[config.mk]
export PLATFORM = sky130hd
export DESIGN_NAME = serial_adder_unit_flat
export DESIGN_NICKNAME = d
export VERILOG_FILES = /design/src/rtl/serial_adder_unit_if.sv /design/src/rtl/serial_adder_unit.sv /design/src/flat_wrapper.sv
export SDC_FILE = /design/constraint.sdc
export NUM_CORES = 1
export LEC_CHECK = 0
export ABC_AREA = 1
export BUFFER_PORTS_ARGS = -buffer_cell sky130_fd_sc_hd__buf_2
export CORE_MARGIN = 4
export CORE_UTILIZATION = 40
export CTS_CLUSTER_SIZE = 25
export DETAILED_ROUTE_END_ITERATION = 16
export PLACE_DENSITY = 0.64
export SYNTH_ARGS = -nofsm -noshare
export SYNTH_HDL_FRONTEND = slang
export SYNTH_SLANG_ARGS = --single-unit
[constraint.sdc]
create_clock -name clk -period 1.6 [get_ports clk]
set_input_delay 0.16 -clock clk [delete_from_list [all_inputs] [get_ports clk]]
set_output_delay 0.16 -clock clk [all_outputs]
set_load 0.01 [all_outputs]
[src/rtl/serial_adder_unit_if.sv]
// serial_adder_unit_if
//   Groups the start/operand/result signals of the bit-serial add/subtract unit.
//   master : requester. Drives start, sub, a, b and cin. Observes busy, done, sum, cout and ovf.
//   slave  : the serial_adder_unit itself.
interface serial_adder_unit_if #(
  parameter int WIDTH = 8
);
  logic             start;  // request to begin an operation
  logic             sub;    // 0 = add, 1 = subtract
  logic [WIDTH-1:0] a;      // operand A
  logic [WIDTH-1:0] b;      // operand B
  logic             cin;    // carry-in for add, ignored for subtract
  logic             busy;   // operation in progress
  logic             done;   // one-cycle result-valid pulse
  logic [WIDTH-1:0] sum;    // registered result
  logic             cout;   // carry out of the MSB (1 = no borrow on subtract)
  logic             ovf;    // signed two's-complement overflow

  modport master (
    output start, sub, a, b, cin,
    input  busy, done, sum, cout, ovf
  );

  modport slave (
    input  start, sub, a, b, cin,
    output busy, done, sum, cout, ovf
  );
endinterface

[src/rtl/serial_adder_unit.sv]
// serial_adder_unit
//   Bit-serial add/subtract built around one full-adder slice and a carry flop.
//   Operands are processed LSB-first, one bit per clock. After an accepted start,
//   the result appears WIDTH clocks later together with a one-cycle done pulse.
// Ports:
//   clk    : system clock, rising-edge active
//   reset  : asynchronous, active-high reset
//   bus    : serial_adder_unit_if.slave. Carries start/sub/a/b/cin in and
//            busy/done/sum/cout/ovf out.
module serial_adder_unit #(
  parameter int WIDTH = 8
) (
  input  logic                clk,
  input  logic                reset,
  serial_adder_unit_if.slave  bus
);

  localparam int             CW       = (WIDTH > 2) ? $clog2(WIDTH) : 1;
  localparam logic [CW-1:0]  CNT_LAST = CW'(WIDTH - 1);
  localparam logic [CW-1:0]  CNT_PEN  = CW'(WIDTH - 2);

  typedef enum logic [1:0] {
    IDLE = 2'd0,
    RUN  = 2'd1,
    DONE = 2'd2
  } state_t;

  state_t           state, state_nx;
  logic             accept;     // load operands this edge
  logic             step;       // process one bit this edge
  logic             last;       // this edge processes the MSB

  logic [WIDTH-1:0] a_sr, b_sr; // operand shift registers, bit 0 is the current bit
  logic [WIDTH-1:0] ps;         // partial sum. Bits enter at the MSB and migrate down
  logic [CW-1:0]    cnt;        // index of the bit being processed
  logic             c;          // carry flop
  logic             c_msb_in;   // carry into the MSB, used for overflow
  logic [WIDTH-1:0] sum_q;
  logic             cout_q, ovf_q;

  logic             s_bit, c_nx;

  // Full-adder slice.
  always_comb begin
    s_bit = a_sr[0] ^ b_sr[0] ^ c;
    c_nx  = (a_sr[0] & b_sr[0]) | (a_sr[0] & c) | (b_sr[0] & c);
  end

  // NOTE: every signal gets a default before the case so no path leaves one
  // unassigned; otherwise synthesis infers a latch.
  always_comb begin
    state_nx = state;
    accept   = 1'b0;
    step     = 1'b0;
    last     = 1'b0;
    unique case (state)
      IDLE: begin
        if (bus.start) begin
          accept   = 1'b1;
          state_nx = RUN;
        end
      end
      RUN: begin
        // start is deliberately not looked at here: requests during a run are dropped.
        step = 1'b1;
        if (cnt == CNT_LAST) begin
          last     = 1'b1;
          state_nx = DONE;
        end
      end
      DONE: begin
        // Back-to-back: a start in the result cycle launches the next operation.
        if (bus.start) begin
          accept   = 1'b1;
          state_nx = RUN;
        end else begin
          state_nx = IDLE;
        end
      end
      default: state_nx = IDLE;
    endcase
  end

  // NOTE: state and datapath registers use non-blocking assignments, so every
  // flop samples pre-edge values regardless of statement order.
  always_ff @(posedge clk or posedge reset) begin
    if (reset) state <= IDLE;
    else       state <= state_nx;
  end

  always_ff @(posedge clk or posedge reset) begin
    if (reset) begin
      a_sr     <= '0;
      b_sr     <= '0;
      ps       <= '0;
      cnt      <= '0;
      c        <= 1'b0;
      c_msb_in <= 1'b0;
      sum_q    <= '0;
      cout_q   <= 1'b0;
      ovf_q    <= 1'b0;
    end else if (accept) begin
      a_sr <= bus.a;
      // Subtract is a + ~b + 1: invert B and seed the carry with 1.
      b_sr <= bus.sub ? ~bus.b : bus.b;
      c    <= bus.sub | bus.cin;
      cnt  <= '0;
      ps   <= '0;
    end else if (step) begin
      a_sr <= {1'b0, a_sr[WIDTH-1:1]};
      b_sr <= {1'b0, b_sr[WIDTH-1:1]};
      ps   <= {s_bit, ps[WIDTH-1:1]};
      c    <= c_nx;
      cnt  <= cnt + 1'b1;
      if (cnt == CNT_PEN) c_msb_in <= c_nx;
      // The visible result only updates once, at the end of the run.
      if (last) begin
        sum_q  <= {s_bit, ps[WIDTH-1:1]};
        cout_q <= c_nx;
        // Signed overflow: carry into the MSB differs from carry out of it.
        ovf_q  <= c_msb_in ^ c_nx;
      end
    end
  end

  // State is registered, so these decodes are clean registered outputs.
  assign bus.busy = (state == RUN);
  assign bus.done = (state == DONE);
  assign bus.sum  = sum_q;
  assign bus.cout = cout_q;
  assign bus.ovf  = ovf_q;

endmodule

[src/flat_wrapper.sv]
// flat-port wrapper written by rule: the top's interface ports become plain ports
module serial_adder_unit_flat 
#(
  parameter int WIDTH = 8
)
  (clk, reset, bus_start, bus_sub, bus_a, bus_b, bus_cin, bus_busy, bus_done, bus_sum, bus_cout, bus_ovf);
  serial_adder_unit_if #(.WIDTH(WIDTH)) bus_i ();
  input  logic clk;
  input  logic reset;
  input wire logic [$bits(bus_i.start)-1:0] bus_start;
  input wire logic [$bits(bus_i.sub)-1:0] bus_sub;
  input wire logic [$bits(bus_i.a)-1:0] bus_a;
  input wire logic [$bits(bus_i.b)-1:0] bus_b;
  input wire logic [$bits(bus_i.cin)-1:0] bus_cin;
  output wire logic [$bits(bus_i.busy)-1:0] bus_busy;
  output wire logic [$bits(bus_i.done)-1:0] bus_done;
  output wire logic [$bits(bus_i.sum)-1:0] bus_sum;
  output wire logic [$bits(bus_i.cout)-1:0] bus_cout;
  output wire logic [$bits(bus_i.ovf)-1:0] bus_ovf;
  assign bus_i.start = bus_start;
  assign bus_i.sub = bus_sub;
  assign bus_i.a = bus_a;
  assign bus_i.b = bus_b;
  assign bus_i.cin = bus_cin;
  assign bus_busy = bus_i.busy;
  assign bus_done = bus_i.done;
  assign bus_sum = bus_i.sum;
  assign bus_cout = bus_i.cout;
  assign bus_ovf = bus_i.ovf;
  serial_adder_unit #(.WIDTH(WIDTH)) u_core (.clk(clk), .reset(reset), .bus(bus_i));
endmodule
### Word level (Yosys, flattened, before mapping)

Index checks and enable logic that the tools add are counted.

* flip-flop bits (word level): 41
* input port bits: 21
* output and inout port bits: 12
* word-level logic and storage cells: 54

* $add $sub $neg: 1
* equal/unequal tests: 6
* muxes and demuxes: 20
* bitwise operators: 11
* reductions and logical operators: 6

Operator list (count)
* two-way mux 8 bit: 7
* two-way mux 1 bit: 8
* NOT 8 bit: 1
* == test 3 bit (second input constant): 2
* two-way mux 3 bit: 2
* case mux 2 bit (3 select lines): 1
* AND reduction 3 bit: 2
* two-way mux 2 bit: 2
* adder 3 x 1 -> 3 bit (second input constant): 1
* AND 1 bit: 3
* OR 1 bit: 3
* XOR 1 bit: 3
* == test 2 x 1 -> 1 bit (second input constant): 1
* == test 2 bit (second input constant): 1
* logical NOT 2 bit: 1
* != test 2 x 1 -> 1 bit (second input constant): 1
* != test 2 bit (second input constant): 1
* AND reduction 2 bit: 1
* nonzero test 2 bit: 1
* OR reduction 2 bit: 1
* NOT 1 bit: 1

### Longest topological paths before layout

* depth in word-level cells: 5
* mapped depth: 7
* depth with buffers taken out: 6

### Worst setup path after synthesis

OpenSTA, ideal clock, no wires.

* kind: reg2reg
* start: register u_core.c
* end: register u_core.ovf_q (netlist: u_core.bus.ovf)
* library setup time: 0.126 ns
* arrival time: 1.060 ns
* data required time: 1.474 ns
* setup slack: 0.413 ns
* stages on the path, launching flop included: 4
* buffers on the path: 0
* clock period less this slack: 1.187 ns
* cells stage by stage: dfrtp_1 > fa_1 > xnor2_1 > o21ai_0

* longest elaborated chain between the ends: 4
* elaborated cells on any way between the ends: 5
* those cells by class: bitwise (5)

Ends and longest elaborated chain
* from (decl): line serial_adder_unit.sv:36 `logic c;`
* from (signal assigned): line serial_adder_unit.sv:106 `c <= bus.sub | bus.cin;`
* from (signal assigned): line serial_adder_unit.sv:113 `c <= c_nx;`
* AND 1 bit: line serial_adder_unit.sv:46 `c_nx = (a_sr[0] & b_sr[0]) | (a_sr[0] & c) | (b_sr[0] & c);`
* OR 1 bit: line serial_adder_unit.sv:46
* OR 1 bit *: line serial_adder_unit.sv:46
* named net u_core.c_nx: line serial_adder_unit.sv:41 `logic s_bit, c_nx;`
* XOR 1 bit *: line serial_adder_unit.sv:121 `ovf_q <= c_msb_in ^ c_nx;`
* to (signal assigned): line serial_adder_unit.sv:121
* to (decl): line serial_adder_unit.sv:39 `logic cout_q, ovf_q;`

Mark *: on every way through the listed nets, which the timed path passes. The rest lies on a longest branch.
A chain may end at the register's enable or synchronous reset.

### Worst setup path after layout

* start: register u_core.state[0]
* end: output bus_busy

* longest elaborated chain between the ends: 1

Ends and longest elaborated chain
* from (decl): line serial_adder_unit.sv:28 `state_t state, state_nx;`
* from (signal assigned): line serial_adder_unit.sv:88 `else state <= state_nx;`
* == test 2 x 1 -> 1 bit: line serial_adder_unit.sv:127 `assign bus.busy = (state == RUN);`
* to (decl): line flat_wrapper.sv:15 `output wire logic [$bits(bus_i.busy)-1:0] bus_busy;`

Every way passes these cells.

==> flow_summary.rst <==
.. list-table::
   :header-rows: 1

   * - Metric
     - Value
   * - Max-Slew Margin vs Limit
     - between 60% and 70%
   * - Worst vdd rail ir drop
     - 0.000713 V
   * - Post-synthesis area per instance
     - between 8 and 9 sq um
   * - Pwr dens
     - around 1900 nW/um^2
   * - Via count of the first global-routing pass
     - 1,347
   * - TritonCTS clock tree
     - yes
   * - Worst hold stages
     - 3
   * - Clock root buffer
     - sky130_fd_sc_hd__clkbuf_8
   * - Hold violation total from the final report
     - 0
   * - Net Count, Synth
     - about 250
   * - Via density
     - 4.58
   * - Slowest stage delay, CP
     - 0.41 ns
   * - Run status
     - finished clean
   * - Antenna-violating nets left
     - 0
   * - RSZ-0062 raised after global routing
     - no
   * - Number of nets in the final layout
     - 286
   * - Post-Route Utilization
     - 49.3%
   * - Number of max-cap violations
     - 0
   * - Final HPWL from detailed placement
     - about 2.5 mm
   * - Syn-to-layout area delta
     - 17.7%
   * - First-pass GRT wire length
     - 6.12 mm
   * - Count of yosys warnings during synthesis
     - 0
   * - Std cell rows
     - 24
   * - Worst path cell trace
     - inv_2, nor2_4, buf_4, buf_2
   * - Gp weighted congestion
     - ~0.73
   * - Number of antenna repair diodes
     - 0
   * - Final global-route overflow total
     - 0
   * - Dominant cell type by area after synthesis
     - sky130_fd_sc_hd__dfrtp_1
   * - Antenna violations before repair
     - 0
   * - Aggregate global-route resource usage
     - 13.0%
   * - Floorplan Core Area
     - 4410 sq um
   * - Number of DRC markers after the initial detailed-route iteration
     - 58
   * - Number of cells traversed by the worst register-to-register path
     - 5
   * - Setup slack after layout
     - 0.128 ns
   * - Mapped Cells
     - between 200 and 250
   * - Avg WL per Cell
     - 11.3 um
   * - Critical path data arrival time
     - roughly 1.3 ns
   * - Placement-stage worst setup slack
     - about 0.33 ns
   * - Critical Path Source
     - u_core.state[0]
   * - Drt first pass iters
     - 4
   * - Synth Register Bits
     - 40
   * - Biggest fanout along the worst timing path
     - 9
   * - Leakage power figure
     - 0.00119 uW
   * - Share of the clock period used by the worst path after layout
     - roughly 90%
   * - Leading cell types in the layout, fill and taps excluded
     - sky130_fd_sc_hd__nand2_1 (83), sky130_fd_sc_hd__dfrtp_1 (40), sky130_fd_sc_hd__buf_2 (32)
   * - Area of the die
     - 5780 sq um
   * - Startpoint of the most critical register-to-register path
     - u_core.cnt[1]
   * - Number of pins with negative max-slew slack in the final report
     - 0
   * - I/O pin count
     - 33
   * - Chip Width
     - 76.0 um
   * - Detailed-route DRC error count
     - 0
   * - Worst hold path endpoint
     - u_core.a_sr[7]
   * - Startpoint Class
     - flip-flop
   * - Insertion delay to the later sink of the worst-skew pair
     - between 0.2 and 0.3 ns
   * - Total Negative Setup Slacks
     - 0 ns
   * - Slowest stage cell, crit path
     - sky130_fd_sc_hd__dfrtp_1
   * - Effective utilization at floorplan
     - 41.9%
   * - Proportion of synthesized chip area in sequential cells
     - 54.1%
   * - Most area-consuming cells after synthesis
     - sky130_fd_sc_hd__dfrtp_1 (54%), sky130_fd_sc_hd__nand2_1 (17%), sky130_fd_sc_hd__inv_1 (6.1%), sky130_fd_sc_hd__o21ai_0 (5.4%), sky130_fd_sc_hd__nand3_1 (4.9%)
   * - Post-CTS clock slew at the launch and capture registers of the worst setup and hold paths
     - 0.08 ns
   * - Chip height
     - 76.0 um
   * - Setup bufs post-CTS
     - 0
   * - Hold Crit Class
     - input port to flip-flop
   * - CP Data Required Time
     - 1.44 ns
   * - Yosys cell types
     - 19
   * - Area share of the largest cell type after synthesis
     - 54.1%
   * - Tmin final
     - approximately 1.5 ns
   * - Number of buffers added on ports
     - 32
   * - Launch instance of the worst min-delay path
     - bus_a[7]
   * - Syn Std Cell Area
     - about 1800 sq um
   * - Design Power
     - roughly 4000 uW
   * - Count of vias placed by the detailed router
     - 1,439
   * - CTS Sinks
     - 40
   * - Worst flop-to-flop path endpoint
     - u_core.bus.ovf
   * - Actual transition at the worst max-transition pin
     - 0.497 ns
   * - Highest clock rate
     - 679 MHz
   * - Reg-to-reg setup timing slack
     - 0.33 ns
   * - Fin Clk Skew
     - 0.00456 ns
   * - Final setup viols
     - 0
   * - Class of the most critical setup path
     - flip-flop to primary output
   * - Most common cell after layout, fill and taps aside
     - sky130_fd_sc_hd__nand2_1
   * - H-Tree Depth
     - 2
   * - TritonCTS buffer count
     - 5
   * - Crit path capture type
     - primary output
   * - Maximum number of pins on one net before global-route repair
     - 41
   * - Total wirelength of the detailed-routed design
     - 3.55 mm
   * - Longest Clk Path Bufs
     - 2
   * - Fraction of layout instances using a drive strength above 1
     - 20.2%
## cell usage after synthesis, drive strengths merged
master  number
dfrtp       40
fa           1
ha           3
nand3       18
o21ai       21
clkbuf       1
or2          2
nor2         3
nand2       86
xnor2        2
inv         32
o22ai        7
buf          7
## logic make-up after synthesis
kind of cell	after synthesis	synth area share, %
AND/OR/NAND/NOR	109	24.7
buffers and inverters	40	9.07
flip-flops	40	54.1
AO/OA/AOI/OAI	28	8.05
adder cells (fa/ha/maj)	4	3.11
XOR/XNOR	2	0.947
## per-stage QoR
step	hold WS (ns)	std cells	instance area, sq um
6_report	0.0704	314	2180
5_1_grt	0.0835	314	2180
4_1_cts	0.0615	314	2180
3_5_place_dp	0.316	305	2070
3_3_place_gp	0.313	305	2070
2_1_floorplan	0.277	223	1850
## repair_timing
action	in CTS	in global routing
setup endpoints to repair	0	0
resized for setup	0	0
hold buffers	1	0
endpoints found under the hold margin	12	0
## critical path: cells and delay by family (launching register included)
| kind | cells | cell delay, ns |
|---|---|---|
| flip-flops | 1 | 0.41 |
| AND/OR/NAND/NOR | 1 | 0.20 |
| buffers and inverters | 3 | 0.41 |
## how the worst max path moves through the flow
stage	endpoint	slack, ns	depth (start not counted)
5_1_grt	bus_busy	0.04	4
3_3_place_gp	u_core.bus.ovf	0.34	5
2_1_floorplan	u_core.bus.ovf	0.41	3
6_report	bus_busy	0.13	4
4_1_cts	bus_busy	0.11	4
3_5_place_dp	u_core.bus.ovf	0.33	5
## registers in the layout (all words and copies together), names as in the netlist
register	cells
u_core.a_sr	8
u_core.bus.cout	1
u_core.bus.ovf	1
u_core.ps	7
u_core.c_msb_in	1
u_core.cnt	3
u_core.bus.sum	8
u_core.c	1
u_core.b_sr	8
u_core.state	2
## cell type report
| class | instances | area [sq um] |
|---|---|---|
| Multi-Input combinational cell | 143 | 681 |
| Inverter | 32 | 120 |
| Timing Repair Buffer | 39 | 215 |
| Clock buffer | 7 | 86.3 |
| Clock inverter | 1 | 7.51 |
| Tap cell | 52 | 65.1 |
| Sequential cell | 40 | 1000 |
| Fill cell | 437 | 2240 |
## where the power goes
group | switching (uW) | total (uW) | internal, uW
Clock | 337 | 687 | 350
Sequential | 248 | 1730 | 1480
Combinational | 995 | 1630 | 638
## layer usage
layer	up-vias	wire length (um)	track usage, %
met2	32	1560	19.7
met4	0	69	6.41
met1	636	1760	17.3
met5	-	0	0
met3	7	165	3.19
li1	764	-	-
No activity file was read; power rests on OpenSTA's default activity.
